===== src/rtl/spsram320x36_arbiter.sv =====
// Round-robin two-port arbiter/sequencer in front of a single 1RW 320x36 SRAM,
// with address range checking, fixed-latency responses and a zero-fill engine.
module spsram320x36_arbiter #(
    parameter int DW    = 36,
    parameter int AW    = 9,
    parameter int DEPTH = 320
) (
    input  logic          clk,
    input  logic          rst_n,
    input  logic          clr_start,
    output logic          clr_busy,
    input  logic          a_req_valid,
    output logic          a_req_ready,
    input  logic          a_req_we,
    input  logic [AW-1:0] a_req_addr,
    input  logic [DW-1:0] a_req_wdata,
    output logic          a_rsp_valid,
    output logic          a_rsp_err,
    output logic [DW-1:0] a_rsp_rdata,
    input  logic          b_req_valid,
    output logic          b_req_ready,
    input  logic          b_req_we,
    input  logic [AW-1:0] b_req_addr,
    input  logic [DW-1:0] b_req_wdata,
    output logic          b_rsp_valid,
    output logic          b_rsp_err,
    output logic [DW-1:0] b_rsp_rdata,
    output logic          mem_en,
    output logic          mem_we,
    output logic [AW-1:0] mem_addr,
    output logic [DW-1:0] mem_din,
    input  logic [DW-1:0] mem_dout
);

    typedef enum logic {S_IDLE, S_CLEAR} state_e;

    typedef struct packed {
        logic valid;
        logic port;   // 0 = A, 1 = B
        logic we;
        logic err;
    } tag_t;

    localparam logic [AW-1:0] LAST_ADDR = AW'(DEPTH - 1);

    state_e        state_q, state_d;
    logic [AW-1:0] clr_addr_q, clr_addr_d;
    logic          rr_last_q, rr_last_d;   // 1 = B was granted last
    logic          mem_en_q, mem_en_d;
    logic          mem_we_q, mem_we_d;
    logic [AW-1:0] mem_addr_q, mem_addr_d;
    logic [DW-1:0] mem_din_q, mem_din_d;
    tag_t          tag1_q, tag1_d, tag2_q;

    logic          gnt_a, gnt_b;
    logic          sel_we, sel_err;
    logic [AW-1:0] sel_addr;
    logic [DW-1:0] sel_wdata;

    always_comb begin
        state_d    = state_q;
        clr_addr_d = clr_addr_q;
        rr_last_d  = rr_last_q;
        mem_en_d   = 1'b0;
        mem_we_d   = 1'b0;
        mem_addr_d = '0;
        mem_din_d  = '0;
        tag1_d     = '0;
        gnt_a      = 1'b0;
        gnt_b      = 1'b0;

        unique case (state_q)
            S_CLEAR: begin
                mem_en_d   = 1'b1;
                mem_we_d   = 1'b1;
                mem_addr_d = clr_addr_q;
                clr_addr_d = clr_addr_q + 1'b1;
                if (clr_addr_q == LAST_ADDR) begin
                    state_d    = S_IDLE;
                    clr_addr_d = '0;
                end
            end
            S_IDLE: begin
                if (clr_start) begin
                    state_d    = S_CLEAR;
                    clr_addr_d = '0;
                end else begin
                    gnt_a = a_req_valid & (~b_req_valid | rr_last_q);
                    gnt_b = b_req_valid & ~gnt_a;
                end
            end
            default: state_d = S_IDLE;
        endcase

        sel_we    = gnt_b ? b_req_we    : a_req_we;
        sel_addr  = gnt_b ? b_req_addr  : a_req_addr;
        sel_wdata = gnt_b ? b_req_wdata : a_req_wdata;
        sel_err   = sel_addr > LAST_ADDR;

        // Out-of-range commands still occupy a pipeline slot so responses keep order.
        if (gnt_a | gnt_b) begin
            rr_last_d    = gnt_b;
            tag1_d.valid = 1'b1;
            tag1_d.port  = gnt_b;
            tag1_d.we    = sel_we;
            tag1_d.err   = sel_err;
            if (!sel_err) begin
                mem_en_d   = 1'b1;
                mem_we_d   = sel_we;
                mem_addr_d = sel_addr;
                mem_din_d  = sel_we ? sel_wdata : '0;
            end
        end
    end

    always_ff @(posedge clk or negedge rst_n) begin
        if (!rst_n) begin
            state_q    <= S_CLEAR;
            clr_addr_q <= '0;
            rr_last_q  <= 1'b1;
            mem_en_q   <= 1'b0;
            mem_we_q   <= 1'b0;
            mem_addr_q <= '0;
            mem_din_q  <= '0;
            tag1_q     <= '0;
            tag2_q     <= '0;
        end else begin
            state_q    <= state_d;
            clr_addr_q <= clr_addr_d;
            rr_last_q  <= rr_last_d;
            mem_en_q   <= mem_en_d;
            mem_we_q   <= mem_we_d;
            mem_addr_q <= mem_addr_d;
            mem_din_q  <= mem_din_d;
            tag1_q     <= tag1_d;
            tag2_q     <= tag1_q;
        end
    end

    assign a_req_ready = gnt_a;
    assign b_req_ready = gnt_b;
    // The FSM already sits in CLEAR during reset; mask it so the flag reads 0 until release.
    assign clr_busy    = rst_n & (state_q == S_CLEAR);

    assign mem_en   = mem_en_q;
    assign mem_we   = mem_we_q;
    assign mem_addr = mem_addr_q;
    assign mem_din  = mem_din_q;

    logic hit_a, hit_b, rd_ok;
    assign hit_a = tag2_q.valid & ~tag2_q.port;
    assign hit_b = tag2_q.valid &  tag2_q.port;
    assign rd_ok = ~tag2_q.we & ~tag2_q.err;

    assign a_rsp_valid = hit_a;
    assign a_rsp_err   = hit_a & tag2_q.err;
    assign a_rsp_rdata = (hit_a & rd_ok) ? mem_dout : '0;
    assign b_rsp_valid = hit_b;
    assign b_rsp_err   = hit_b & tag2_q.err;
    assign b_rsp_rdata = (hit_b & rd_ok) ? mem_dout : '0;

endmodule


===== config.mk =====
export PLATFORM = sky130hd
export DESIGN_NAME = spsram320x36_arbiter
export DESIGN_NICKNAME = d
export VERILOG_FILES = /design/src/rtl/spsram320x36_arbiter.sv
export SDC_FILE = /design/constraint.sdc
export NUM_CORES = 1
export LEC_CHECK = 0
export CORE_UTILIZATION = 35
export DETAILED_ROUTE_END_ITERATION = 12
export GPL_TIMING_DRIVEN = 0
export PLACE_DENSITY = 0.8
export SLEW_MARGIN = 20
export SYNTH_ARGS = -nofsm -noshare
export SYNTH_HDL_FRONTEND = slang
export SYNTH_SLANG_ARGS = --single-unit

===== constraint.sdc =====
create_clock -name clk -period 1.8 [get_ports clk]
set_input_delay 0.45 -clock clk [delete_from_list [all_inputs] [get_ports clk]]
set_output_delay 0.45 -clock clk [all_outputs]
set_load 0.005 [all_outputs]

==> results.toml <==
[placed_design]
dp_hpwl_mm = 10.7
place_inst = 775
port_buffers = 258
gp_congestion = 0.907
place_area_um2 = 6280

[critical_path]
worstPathArrival_ns = 1.77
cp.required_ns = 1.35
cp_common_cell = "buf_6"
critPathSlowestCell = "dfrtp_1"
critPathLaunchType = "flop"
reg2regPathDepth = 8
cp-end-kind = "output pin"
path_cells = "and2_4, nor3b_4, buf_6, buf_6, buf_8, and2_4, buf_6"
worst_path_largest_cell_delay_ns = 0.41
path_class = "flop to output pin"
cp_max_fo = 5

[logic_synthesis]
synth.area.top_cells = "dfrtp_1 (46%), and2_1 (14%), nand2_1 (9.5%), a21oi_2 (7.5%), mux2i_1 (2.6%)"
synth_top_area_cell = "dfrtp_1"
yosysWarnings = 0
synth_top_area_share_pct = 45.6
synth.ff_latch_count = 66
syn-mean-instance-area_um2 = 9.16
synth_cell_types = 44
synth_top_flop_cell = "dfrtp_1"
netlist_area_um2 = 3510
synth-seq-area-share_pct = 47.1
ys_async_sr_fraction_pct = 100
syn-num-nets = 517
synthCells = 383
synth_edf_count = 0

[pwr]
power_density_nw_per_um2 = 583
ir_drop_uv = 710
leakagePower_nw = 3.45

[detailed_routing]
first_iter_violations = 136
num_vias = 4210
via_per_inst = 4.99
totalWireLength_mm = 16.4
postRouteAntennaNets = 0
first_pass_iters = 4
drc = 0
avgRoutedWirePerCell_um = 19.4

[layout]
diodes = 0
layout_common_cells = "clkdlybuf4s50_1 (173), buf_6 (91), nand2_1 (88)"
area_growth_pct = 115
fin_cells = 844
nets = 840
regArea_um2 = 1660
final_common_cell = "clkdlybuf4s50_1"
drive_gt1_share_pct = 41.1
fin_area_um2 = 7530
fillers = 612
final_util_pct = 77.4
multiInputGateArea_um2 = 2010

[floorplan]
die_h_um = 102
core_area_um2 = 9730
initial_core_util_pct = 36.1
rows = 36
ios = 259
die_area_um2 = 10400
fp.dieW_um = 102

[clock_tree]
cts_sinks = 66
h-tree-depth = 3
clock_latency_ns = 0.33
cts_root_buffer = "clkbuf_8"
clk_pin_slew_ns = 0.07
clockBufferDepth = 2
tritoncts = "yes"
cts_buffers = 9

[global_routing]
grt_pass1_wl_mm = 20.8
grt_usage_pct = 26.9
antenna_found_initial = 0
grt_max_degree = 56
grt_pass1_vias = 3973
grt-ovfl-total = 0

[sta]
post-route-period-util_pct = 123
slew_headroom_pct = 70.2
finClkSkew_ns = 0.00740
clock.fmax_mhz = 451
hold_viol = 0
setup_viol = 99
fin_ws_ns = -0.419
slew_viol_final = 0
worst_hold_slack_ns = 0.109
rsz0062_at_grt = "true"
worstMarginPinSlew_ns = 0.445
period_minus_slack_ns = 2.22

[outcome]
violations = "negative setup slack"
status = "finished with violations"

[run]
drv_cap = 0

[worst_hold_path]
hp-class = "input pin to async pin"
final cells by class:
| type | count | area share (%) |
|---|---|---|
| Multi-Input combinational cell | 287 | 26.7 |
| Timing Repair Buffer | 313 | 42.9 |
| Sequential cell | 66 | 22.0 |
| Clock buffer | 14 | 2.29 |
| Inverter | 7 | 0.415 |
| Tap cell | 133 | 2.21 |
| Buffer | 22 | 3.39 |
| Clock inverter | 2 | 0.133 |
cells in the mapped netlist, types with 2 or more instances:
| cell | number |
|---|---|
| dfstp_2 | 2 |
| nand3_1 | 4 |
| and2_1 | 77 |
| inv_1 | 6 |
| nor3b_2 | 2 |
| or3_1 | 2 |
| clkbuf_1 | 15 |
| dfrtp_1 | 64 |
| o21ai_0 | 16 |
| buf_8 | 3 |
| and3_1 | 2 |
| a21oi_1 | 12 |
| a21oi_2 | 30 |
| nand4_1 | 3 |
| buf_2 | 5 |
| a31oi_1 | 3 |
| mux2i_1 | 9 |
| nor2b_1 | 7 |
| nand2b_1 | 3 |
| nand2_1 | 89 |
| nor2_1 | 5 |
| xor2_1 | 2 |
final timing paths:
path,end,slack (ns),startpoint
setup reg to reg,mem_din[32]$_DFF_PN0_,-0.07,rr_last_q$_DFFE_PN1P_
max in group asynchronous,mem_din[18]$_DFF_PN0_,0.81,rst_n
hold / removal,rr_last_q$_DFFE_PN1P_,0.11,rst_n
setup / recovery,b_rsp_rdata[26],-0.42,tag2_q[2]$_DFF_PN0_
hold reg to reg,tag2_q[1]$_DFF_PN0_,0.35,tag1_q[1]$_DFF_PN0_
min in group clk,tag2_q[1]$_DFF_PN0_,0.35,tag1_q[1]$_DFF_PN0_
per-stage QoR:
step	setup WS [ns]	power, mW	TNS [ns]
after global routing	-0.496	4.59	-29.95
final	-0.419	4.39	-24.23
after global placement	-2.58	3.02	-196.26
after CTS	-0.348	4.28	-21.08
after floorplan	0.103	2.33	0
after detailed placement	-1.31	3.06	-69.36
timing repair:
item / in CTS / in global routing
cloned: 7 / 4
hold buffers: 1 / 0
buffers inserted: 28 / 18
endpoints found under the setup margin: 121 / 114
pin swaps: 58 / 14
hold endpoints to repair: 9 / 0
resized for setup: 457 / 114
where the power goes:
part,internal (mW),switching [mW]
Sequential,1.71,0.178
Clock,0.611,0.542
Combinational,0.776,0.570
Total,3.10,1.29
worst max-delay path: cells and delay by family (launching register included):
family | cells | cell delay, ns
simple gates | 3 | 0.56
buf+inv | 4 | 0.48
flops | 1 | 0.41
flip-flops by register name, indices dropped and copies added, names as in the netlist:
register,count
mem_we,1
mem_en,1
tag1_q,4
rr_last_q,1
tag2_q,4
state_q,1
mem_din,36
mem_addr,9
clr_addr_q,9
per-layer routing:
metal	share of wire [%]	vias to the layer above	global-route usage, %	wire length [um]
met3	6.6	61	5.54	1090
met5	0	-	0	0
met4	5.4	0	15.8	882
met1	35	2035	27.0	5740
met2	53	203	50.9	8650
li1	-	1911	-	-
cells by family after synthesis:
kind of cell	share of synthesized area, %
flops	47.1
compound gates	15.6
buf+inv	4.67
simple gates	28.8
xor+xnor	0.499
mux	2.89
fa+ha+maj	0.356
(Power assumes the default switching activity.)
